$ cat config.mk
export PLATFORM = sky130hd
export DESIGN_NAME = angle_f2q
export DESIGN_NICKNAME = d
export VERILOG_FILES = /design/src/rtl/angle_f2q.sv
export SDC_FILE = /design/constraint.sdc
export NUM_CORES = 1
export LEC_CHECK = 0
export CORE_MARGIN = 5
export CORE_UTILIZATION = 50
export DETAILED_ROUTE_END_ITERATION = 12
export GPL_TIMING_DRIVEN = 0
export HOLD_SLACK_MARGIN = 0.05
export PLACE_DENSITY = 0.7
export SYNTH_ARGS = -nofsm -noshare
export SYNTH_HDL_FRONTEND = slang
export SYNTH_SLANG_ARGS = --single-unit
$ cat constraint.sdc
create_clock -name clk -period 5.4 [get_ports clk]
set_clock_uncertainty 0.1 [all_clocks]
set_input_delay 0.81 -clock clk [delete_from_list [all_inputs] [get_ports clk]]
set_output_delay 0.81 -clock clk [all_outputs]
set_load 0.02 [all_outputs]
$ cat src/rtl/angle_f2q.sv
// Float-to-fixed angle converter for the CORDIC z-path: IEEE-754 single in,
// signed Q(31-FRAC_BITS).FRAC_BITS out, two-stage pipeline with backpressure.
module angle_f2q #(
    parameter int FRAC_BITS = 29
) (
    input  logic        clk,
    input  logic        rst,
    input  logic        in_valid,
    output logic        in_ready,
    input  logic [31:0] in_angle,
    output logic        out_valid,
    input  logic        out_ready,
    output logic [31:0] out_angle,
    output logic        out_range,
    output logic        out_sat,
    output logic        out_nan
);

    localparam int DATA_W = 32;
    localparam int MAG_W  = DATA_W - 1;
    // floor(pi/2 * 2^30) scaled down; flooring twice equals flooring once
    localparam logic [MAG_W-1:0]  PI2     = MAG_W'(32'h6487ED51 >> (30 - FRAC_BITS));
    localparam logic [7:0]        EXP_SAT = 8'(157 - FRAC_BITS);
    localparam logic signed [9:0] SH_OFF  = 10'(FRAC_BITS - 150);

    function automatic logic [MAG_W-1:0] shift_mag(input logic [23:0] sig,
                                                   input logic signed [9:0] sh);
        logic [MAG_W-1:0] wide;
        logic [9:0]       rsh;
        wide = {{(MAG_W-24){1'b0}}, sig};
        rsh  = 10'(-sh);
        // left shifts never exceed 7 once oversize exponents are saturated
        if (sh >= 10'sd0)
            return wide << sh[2:0];
        else if (sh > -10'sd24)
            return wide >> rsh[4:0];
        else
            return '0;
    endfunction

    function automatic logic signed [DATA_W-1:0] apply_sign(input logic sign,
                                                            input logic [MAG_W-1:0] mag);
        logic signed [DATA_W-1:0] pos;
        pos = signed'({1'b0, mag});
        return sign ? -pos : pos;
    endfunction

    logic                     en;
    logic [7:0]               exp_in;
    logic [22:0]              man_in;
    logic signed [9:0]        sh;
    logic                     is_nan;
    logic                     is_sat;
    logic [MAG_W-1:0]         mag_d;

    logic                     vld_p1;
    logic                     sign_p1;
    logic                     sat_p1;
    logic                     nan_p1;
    logic [MAG_W-1:0]         mag_p1;

    logic                     vld_p2;
    logic signed [DATA_W-1:0] angle_p2;
    logic                     range_p2;
    logic                     sat_p2;
    logic                     nan_p2;

    assign en       = !vld_p2 || out_ready;
    assign in_ready = en;

    always_comb begin
        exp_in = in_angle[30:23];
        man_in = in_angle[22:0];
        sh     = signed'({2'b00, exp_in}) + SH_OFF;
        is_nan = (exp_in == 8'hFF) && (man_in != 23'd0);
        is_sat = (exp_in > EXP_SAT) && !is_nan;
        mag_d  = shift_mag({1'b1, man_in}, sh);
        if (is_nan || exp_in == 8'd0)
            mag_d = '0;
        else if (is_sat)
            mag_d = '1;
    end

    // Stage 1: decoded sign, class and shifted magnitude
    always_ff @(posedge clk) begin
        if (en) begin
            sign_p1 <= in_angle[31];
            sat_p1  <= is_sat;
            nan_p1  <= is_nan;
            mag_p1  <= mag_d;
        end
    end

    // Stage 2: signed result, range compare and output registers
    always_ff @(posedge clk) begin
        if (rst) begin
            vld_p1   <= 1'b0;
            vld_p2   <= 1'b0;
            angle_p2 <= '0;
            range_p2 <= 1'b0;
            sat_p2   <= 1'b0;
            nan_p2   <= 1'b0;
        end else if (en) begin
            vld_p1   <= in_valid;
            vld_p2   <= vld_p1;
            angle_p2 <= apply_sign(sign_p1, mag_p1);
            range_p2 <= !nan_p1 && (mag_p1 > PI2);
            sat_p2   <= sat_p1;
            nan_p2   <= nan_p1;
        end
    end

    assign out_valid = vld_p2;
    assign out_angle = angle_p2;
    assign out_range = range_p2;
    assign out_sat   = sat_p2;
    assign out_nan   = nan_p2;

endmodule

==> flow_metrics.py, run 1 <==
metrics = {
    "run_status": {
        "status": "complete, no violations",
    },
    "global_route": {
        "grt_overflow": 0,
        "use_met1_pct": 30.9,
        "grt_pass1_vias": 5628,
        "busiest_layer": "met2",
        "antenna_found_initial": 0,
        "grt.met3_usage_pct": 3.50,
        "grt_first_pass_wirelength_microns": 29900,
        "grt_max_degree": 45,
        "grtUsageTotal_pct": 28.4,
        "grtUsageMet2_pct": 53.1,
    },
    "cells_and_area": {
        "fin_util_pct": 61.0,
        "antenna-diode-count": 0,
        "final_cells": 903,
        "fin_area_sq_um": 6900,
        "drive_gt1_share_pct": 11.6,
        "finalNetCount": 798,
        "area_growth_pct": 20.7,
    },
    "power": {
        "netSwitchingPower_uw": 616,
        "comb_power_share_pct": 34.6,
        "p_leak_uw": 0.00255,
        "clkPwrFrac_pct": 28.6,
        "p_total_uw": 1860,
        "p_sw_share_pct": 33.1,
        "irDropWorstVdd_v": 0.000230,
        "power_density_nw_per_um2": 270,
        "seqPwrFrac_pct": 36.8,
        "power.internal_uw": 1250,
    },
    "clock_network": {
        "htreeDepth": 3,
        "clkTransAtPathRegs_ns": 0.05,
        "cts_setup_buffers": 0,
        "insertion_delay_ns": 0.33,
        "holdBufCountCts": 0,
        "cts-root-buf": "clkbuf_16",
        "numCtsBuffers": 9,
        "clk_path_buf_depth": 2,
        "cts_tree": "built",
        "cts_sinks": 71,
    },
    "placement": {
        "placed_area_sq_um": 6620,
        "routabilityCongestion": 1.06,
        "dp.cells": 887,
        "dp_hpwl_microns": 15400,
        "portBuffers": 72,
    },
    "worst_setup_path": {
        "startpoint_type": "input port",
        "arrival_ns": 4.85,
        "critPathMaxFanout": 11,
        "crit_path_end": "mag_p1[7]",
        "crit_top_cell": "buf_2",
        "startpoint": "in_angle[23]",
        "critPathKind": "in2reg",
        "r2r-start": "mag_p1[6]",
        "cp_cell_sequence": "dlymetal6s2s_1 > clkbuf_4 > inv_1 > buf_2 > buf_2 > ha_1 > ha_1 > buf_2 > and3_1 > or3_1 > nand2_1 > clkbuf_4 > mux4_2 > a221oi_1 > a21oi_1",
        "rrSetupSlack_ns": 2.86,
        "r2r_cells": 7,
        "critPathCaptureType": "flip-flop",
        "path_buf_inv": 7,
        "crit_cells": 15,
        "critical_path.top_delay_family": "buffers and inverters",
        "r2r_end": "out_angle[27]",
        "required_ns": 5.36,
        "critPathSlowestCell": "a221oi_1",
        "slowest_delay_ns": 0.43,
    },
    "drt": {
        "drtIter0Drc": 474,
        "ant_nets": 0,
        "routed_via_density": 6.17,
        "drtPass1Iterations": 5,
        "drt_wl_total_microns": 18900,
        "drc": 0,
        "routedWlPerCell_microns": 20.9,
        "vias": 5573,
    },
    "floorplan": {
        "die_h_microns": 117,
        "coreArea_sq_um": 11300,
        "io_pins": 73,
        "start_util_pct": 50.5,
        "fp-row-count": 39,
        "die_w_microns": 117,
        "fp.dieArea_sq_um": 13700,
    },
    "sta": {
        "period_share_pct": 90.5,
        "relSlewSlack_pct": 35.8,
        "finalSetupTns_ns": 0,
        "maxSlewViolCount": 0,
        "worst_pin_slew_ns": 0.963,
        "fin_crit_ns": 4.89,
        "rsz0062_at_grt": "false",
        "fmax_mhz": 205,
        "setup_violations": 0,
        "hold_violations": 0,
    },
    "synthesis": {
        "ys.flop_type": "dfxtp_1",
        "synth.cell_area_sq_um": 5720,
        "synth_cells": 672,
        "avgSynthCellArea_sq_um": 8.51,
        "synth-seq-cells": 71,
        "synth_edf_count": 34,
        "yosysSeqAreaShare_pct": 30.8,
        "synth_top_area_share_pct": 17.8,
        "synth.area.top_cells": "edfxtp_1 (18%), dfxtp_1 (13%), mux2i_1 (7.9%), a21oi_1 (6.0%), mux2_2 (5.9%)",
        "synth_cell_types": 57,
        "yosysWarningCount": 0,
        "ys_async_sr_fraction_pct": 0,
        "syn-num-nets": 715,
        "yosysTopAreaCell": "edfxtp_1",
    },
    "hold_path": {
        "hold_path.class": "reg2reg",
    },
    "job": {
        "drv_cap": 0,
    },
}
==> final cells by class <==
class	count	area, sq um
Tap cell	143	179
Buffer	52	238
Sequential cell	71	1760
Clock buffer	15	268
Inverter	12	45.0
Multi-Input combinational cell	537	3680
Clock inverter	1	5.00
Fill cell	1021	4420
Timing Repair Buffer	72	723
==> cell families after synthesis <==
kind of cell | after synthesis | share of synthesized area (%)
and+or+nand+nor | 238 | 19.9
xor gates and xnor gates | 31 | 4.75
buffers and inverters | 64 | 4.81
adders and majority gates | 7 | 1.53
DFF | 71 | 30.8
muxes | 88 | 18.9
AOI/OAI and AO/OA | 173 | 19.3
==> worst min path at each step <==
stage               slack (ns)          start       endpoint  depth (start not counted)
floorplan                 0.33         vld_p1         vld_p1                          2
global placement          0.34  out_angle[10]  out_angle[10]                          2
detailed placement        0.34  out_angle[26]  out_angle[26]                          2
CTS                       0.35  out_angle[26]  out_angle[26]                          2
global route              0.38  out_angle[22]  out_angle[22]                          2
finish                    0.35   out_angle[8]   out_angle[8]                          2
==> state kept, by name (all words and copies together) (netlist names) <==
register,count
out_nan,1
out_sat,1
nan_p1,1
sign_p1,1
out_angle,32
out_range,1
out_valid,1
sat_p1,1
mag_p1,31
vld_p1,1
==> per-stage QoR <==
stage          worst slack, ns  hold WS (ns)
2_1_floorplan             1.18         0.332
3_3_place_gp            -0.448         0.340
3_5_place_dp            -0.477         0.345
4_1_cts                 0.0620         0.353
5_1_grt                  0.315         0.380
6_report                 0.512         0.353
==> layer usage <==
metal	part of all wire (%)	up-vias
met5	0	-
met4	5.2	0
met3	4.9	60
met2	52	224
met1	38	2628
li1	-	2661
==> power by group through the flow <==
stage | Clock, uW | Combinational (uW) | Sequential, uW
floorplan | 0 | 368 | 719
global placement | 0 | 628 | 691
detailed placement | 0 | 631 | 695
CTS | 541 | 636 | 684
global route | 561 | 689 | 692
finish | 533 | 644 | 684
==> cells in the mapped netlist (14+ instances only) <==
cell type,count
a21oi_1,69
nand2_1,69
xor2_1,17
nor2_1,80
a211oi_1,19
mux2_2,30
mux2i_1,45
xnor2_1,14
edfxtp_1,34
clkbuf_1,32
o21ai_0,30
nand3_1,15
dfxtp_1,37
==> layout by cell type (no fill, tap or decap), types with 3 or more instances in the layout <==
master           instances
nand3b_1                 6
buf_2                   12
nand3_1                 15
o21ai_0                 30
o211ai_1                 3
and2_1                   4
a31oi_1                  6
clkbuf_1                35
o41ai_1                  6
nand2b_1                 9
and3_1                   5
nand2_1                 69
clkdlybuf4s50_1         71
inv_1                   10
or2_2                    5
nor2b_1                  3
a21oi_1                 69
clkbuf_16                9
nor3_1                   8
or3_1                    5
buf_1                    3
a221oi_1                12
o221ai_1                 3
or4_1                    4
mux2_2                  30
mux4_2                  13
edfxtp_1                34
nor2_1                  80
mux2i_1                 45
xnor2_1                 14
dfxtp_1                 37
nor4_1                  10
o31ai_1                  9
ha_1                     7
xor2_1                  17
a211oi_1                19
nand4_1                  7
==> what timing repair did <==
item                       CTS  global route
resized for setup            1             3
setup endpoints to repair    3             6
cloned                       0             0
hold endpoints to repair     0             0
==> worst reg2reg max path, stage by stage (launching register included) <==
cell      delay, ns
edfxtp_1       0.35
clkbuf_1       0.22
nor4_1         0.36
nand4_1        0.29
or3_1          0.50
o41ai_2        0.26
xor2_1         0.20
a211oi_1       0.09
Power figures use the tool's default switching activity.
==> run 2, diff against run 1 <==
- CTS_CLUSTER_DIAMETER: default -> 30
- DONT_BUFFER_PORTS: default -> 1
- PLACE_DENSITY: 0.7 -> 0.62
==> flow_metrics.py, run 2 (synthesis gave the netlist of run 1 again) <==
metrics = {
    "power": {
        "p_total_uw": 1940,
        "p_leak_uw": 0.00232,
        "power_density_nw_per_um2": 308,
        "comb_power_share_pct": 25.6,
        "irDropWorstVdd_v": 0.000280,
        "netSwitchingPower_uw": 601,
        "power.internal_uw": 1340,
        "seqPwrFrac_pct": 37.5,
        "p_sw_share_pct": 31.0,
        "clkPwrFrac_pct": 36.9,
    },
    "floorplan": {
        "die_h_microns": 117,
        "start_util_pct": 50.5,
        "coreArea_sq_um": 11300,
        "io_pins": 73,
        "fp-row-count": 39,
        "die_w_microns": 117,
        "fp.dieArea_sq_um": 13700,
    },
    "clock_network": {
        "ctsResizeCount": 0,
        "clkTransAtPathRegs_ns": 0.05,
        "holdBufCountCts": 0,
        "insertion_delay_ns": 0.33,
        "htreeDepth": 3,
        "clk_path_buf_depth": 2,
        "cts_setup_buffers": 0,
        "numCtsBuffers": 9,
        "cts_tree": "built",
        "cts-root-buf": "clkbuf_16",
        "cts_sinks": 71,
    },
    "sta": {
        "maxSlewViolCount": 0,
        "fmax_mhz": 212,
        "period_share_pct": 87.4,
        "finalSetupTns_ns": 0,
        "worst_pin_slew_ns": 0.671,
        "setup_violations": 0,
        "fin_ws_ns": 0.682,
        "hold_violations": 0,
        "fin_crit_ns": 4.72,
        "relSlewSlack_pct": 54.8,
        "fin_hold_ws_ns": 0.388,
        "rsz0062_at_grt": "false",
    },
    "cells_and_area": {
        "area_growth_pct": 9.97,
        "largest_reg_flops": 32,
        "antenna-diode-count": 0,
        "drive_gt1_share_pct": 13.4,
        "finalNetCount": 727,
        "fin_util_pct": 55.6,
        "fillers": 1091,
        "final_common_cell": "nor2_1",
        "final_cell_mix": "nor2_1 (80), nand2_1 (69), a21oi_1 (69)",
    },
    "global_route": {
        "grt_pass1_vias": 5226,
        "grtUsageTotal_pct": 26.8,
        "grt_first_pass_wirelength_microns": 28200,
        "antenna_found_initial": 0,
        "grt_max_degree": 42,
        "grt_overflow": 0,
    },
    "drt": {
        "routed_via_density": 6.34,
        "vias": 5274,
        "routedWlPerCell_microns": 21.7,
        "drtIter0Drc": 397,
        "ant_nets": 0,
        "drc": 0,
        "drt_wl_total_microns": 18100,
        "drtPass1Iterations": 5,
    },
    "placement": {
        "routabilityCongestion": 1.00,
        "place_ws_ns": 0.372,
        "dp_hpwl_microns": 14700,
        "portBuffers": 0,
    },
    "worst_setup_path": {
        "crit_path_end": "mag_p1[5]",
        "r2r_end": "out_angle[27]",
        "startpoint": "in_angle[23]",
        "critPathMaxFanout": 11,
        "critPathCaptureType": "flip-flop",
        "required_ns": 5.34,
        "arrival_ns": 4.66,
        "r2r_cells": 7,
        "critPathKind": "in2reg",
        "rrSetupSlack_ns": 2.93,
        "startpoint_type": "input port",
        "r2r-start": "mag_p1[3]",
    },
    "hold_path": {
        "hold_path.class": "reg2reg",
    },
    "run_status": {
        "status": "complete, no violations",
    },
    "job": {
        "drv_cap": 0,
    },
}
==> run 2: changes by cell type in the layout (fill, tap and decap cells not counted), sizes merged <==
cell and delta:
clkdlybuf4s50 -71, clkinvlp +1, buf +3, dlymetal6s2s -1
clkinv +1, clkbuf -8, bufinv +4
==> run 2: through the flow <==
stage | instance area (sq um) | cells
finish | 6290 | 832
global route | 6290 | 832
CTS | 6290 | 832
detailed placement | 5920 | 816
global placement | 5900 | 815
floorplan | 5720 | 672
==> run 2: worst min path at each step <==
stage,start,end,slack [ns],cells past startpoint
global placement,vld_p1,vld_p1,0.37,2
floorplan,vld_p1,vld_p1,0.33,2
global route,vld_p1,vld_p1,0.41,2
finish,vld_p1,vld_p1,0.39,2
detailed placement,vld_p1,vld_p1,0.38,2
CTS,vld_p1,vld_p1,0.39,2
==> run 2: routing by layer <==
layer | vias to the layer above | global-route usage [%] | share of wire (%)
met2 | 224 | 47.3 | 50
met4 | 0 | 16.0 | 6.1
met3 | 62 | 4.63 | 5.5
li1 | 2517 | - | -
met5 | - | 0 | 0
met1 | 2471 | 30.1 | 39
==> run 2: layout make-up <==
class	count	area (sq um)	area share (%)
multi-input cells	537	3680	58.6
well taps	143	179	2.84
clock inverters	7	145	2.31
repair buffers	1	20.0	0.318
flip-flops and latches	71	1760	28.0
clock buffers	9	225	3.58
inverters	12	45.0	0.716
plain buffers	52	231	3.68
==> run 2: worst max-delay path, cell delays in order <==
cell and delay [ns]:
buf_2 0.19, inv_1 0.13, buf_2 0.25, buf_1 0.46, ha_1 0.36, ha_1 0.28
buf_2 0.18, and3_1 0.20, or3_1 0.39, nand2_1 0.24, buf_2 0.30, buf_2 0.28
mux4_2 0.36, nand2_1 0.09, o221ai_1 0.11
==> run 2: power by group through the flow <==
stage	registers, uW	logic, uW	clock network (uW)
final	727	496	715
after global routing	737	536	752
after CTS	728	488	722
after detailed placement	739	482	0
after global placement	738	484	0
after floorplan	719	368	0
==> run 3, diff against run 2 <==
- CORE_ASPECT_RATIO: default -> 2
==> flow_metrics.py, run 3 (synthesis gave the netlist of run 1 again) <==
metrics = {
    "clock_network": {
        "clkTransAtPathRegs_ns": 0.05,
        "holdBufCountCts": 0,
        "cts_setup_buffers": 0,
        "cts_tree": "built",
        "insertion_delay_ns": 0.33,
        "htreeDepth": 3,
        "clk_path_buf_depth": 2,
        "numCtsBuffers": 9,
        "ctsResizeCount": 0,
        "cts_sinks": 71,
        "cts-root-buf": "clkbuf_16",
    },
    "placement": {
        "routabilityCongestion": 0.979,
        "dp_hpwl_microns": 16600,
        "placed_area_sq_um": 5930,
        "portBuffers": 0,
        "place_ws_ns": 0.0190,
    },
    "worst_setup_path": {
        "r2r_end": "out_angle[19]",
        "required_ns": 5.35,
        "r2r-start": "mag_p1[6]",
        "arrival_ns": 4.99,
        "crit_path_end": "mag_p1[0]",
        "critPathMaxFanout": 11,
        "rrSetupSlack_ns": 2.53,
        "r2r_cells": 7,
        "critPathKind": "in2reg",
        "startpoint_type": "input port",
        "critPathCaptureType": "flip-flop",
        "startpoint": "in_angle[23]",
    },
    "cells_and_area": {
        "fillers": 1043,
        "final_common_cell": "nor2_1",
        "final_cell_mix": "nor2_1 (80), nand2_1 (69), a21oi_1 (69)",
        "largest_reg_flops": 32,
        "area_growth_pct": 8.66,
        "drive_gt1_share_pct": 13.1,
        "fin_area_sq_um": 6220,
        "antenna-diode-count": 0,
        "finalNetCount": 727,
    },
    "global_route": {
        "grt_first_pass_wirelength_microns": 31400,
        "grt_pass1_vias": 5791,
        "antenna_found_initial": 0,
        "grt_overflow": 0,
        "grtUsageTotal_pct": 30.0,
        "grt_max_degree": 28,
    },
    "drt": {
        "ant_nets": 0,
        "routedWlPerCell_microns": 24.5,
        "vias": 5297,
        "drc": 0,
        "drt_wl_total_microns": 20300,
        "drtPass1Iterations": 4,
        "routed_via_density": 6.37,
        "drtIter0Drc": 315,
    },
    "hold_path": {
        "hold_path.class": "reg2reg",
    },
    "sta": {
        "fin_crit_ns": 5.04,
        "finalSetupTns_ns": 0,
        "maxSlewViolCount": 0,
        "rsz0062_at_grt": "false",
        "fmax_mhz": 199,
        "fin_hold_ws_ns": 0.356,
        "relSlewSlack_pct": 43.1,
        "hold_violations": 0,
        "setup_violations": 0,
        "fin_ws_ns": 0.362,
        "worst_pin_slew_ns": 0.848,
        "period_share_pct": 93.3,
    },
    "floorplan": {
        "fp.dieArea_sq_um": 13800,
        "coreArea_sq_um": 11300,
        "start_util_pct": 50.7,
        "die_w_microns": 85.6,
        "io_pins": 73,
        "die_h_microns": 161,
        "fp-row-count": 55,
    },
    "run_status": {
        "status": "complete, no violations",
    },
    "job": {
        "drv_cap": 0,
    },
    "power": {
        "p_leak_uw": 0.00229,
        "power_density_nw_per_um2": 290,
        "irDropWorstVdd_v": 0.000234,
    },
}
==> run 3: cell count changes in the layout (fill, tap and decap cells not counted), sizes merged <==
| cell | previous run | this run |
|---|---|---|
| clkinv | 2 | 5 |
| bufinv | 4 | 1 |
==> run 3: report_power, final <==
part | total [uW] | switching [uW] | internal, uW
sequential | 730 | 97.5 | 632
clock | 564 | 212 | 353
combinational | 508 | 302 | 206
==> run 3: routing by layer <==
metal / up-vias / wire length (microns) / global-route usage, %
li1: 2508 / - / -
met1: 2445 / 6000 / 23.9
met2: 238 / 11300 / 58.0
met3: 106 / 892 / 4.54
met4: 0 / 2140 / 28.5
met5: - / 0 / 0
==> run 3: area by class of cell <==
type	count	area, sq um	share of cell area (%)
buffer	52	231	3.72
inverter	12	45.0	0.724
multi-input combinational	537	3680	59.3
clock buffer	9	225	3.62
timing repair buffer	1	27.5	0.443
sequential	71	1760	28.3
tap	142	178	2.86
clock inverter	7	63.8	1.03
==> run 3: through the flow <==
stage / power (uW) / utilization (%) / instances
floorplan: 1090 / - / 672
global placement: 1230 / 52.3 / 814
detailed placement: 1230 / 52.5 / 815
CTS: 1790 / 55.1 / 831
global route: 1870 / 55.1 / 831
finish: 1800 / 55.1 / 831
==> run 3: worst max-delay path, cell delays in order <==
cell and delay [ns]:
buf_2 0.19, inv_1 0.17, buf_2 0.29, buf_1 0.50, ha_1 0.35, ha_1 0.28, buf_2 0.21, and3_1 0.21
or3_1 0.39, nand2_1 0.25, mux4_2 0.61, a221oi_1 0.55, o22ai_1 0.16
==> run 3: worst min path at each step <==
stage                start  depth (start not counted)  slack, ns      to
global placement    vld_p1                          2       0.35  vld_p1
global route        vld_p1                          2       0.39  vld_p1
floorplan           vld_p1                          2       0.33  vld_p1
finish              vld_p1                          2       0.36  vld_p1
CTS                 vld_p1                          2       0.36  vld_p1
detailed placement  vld_p1                          2       0.35  vld_p1
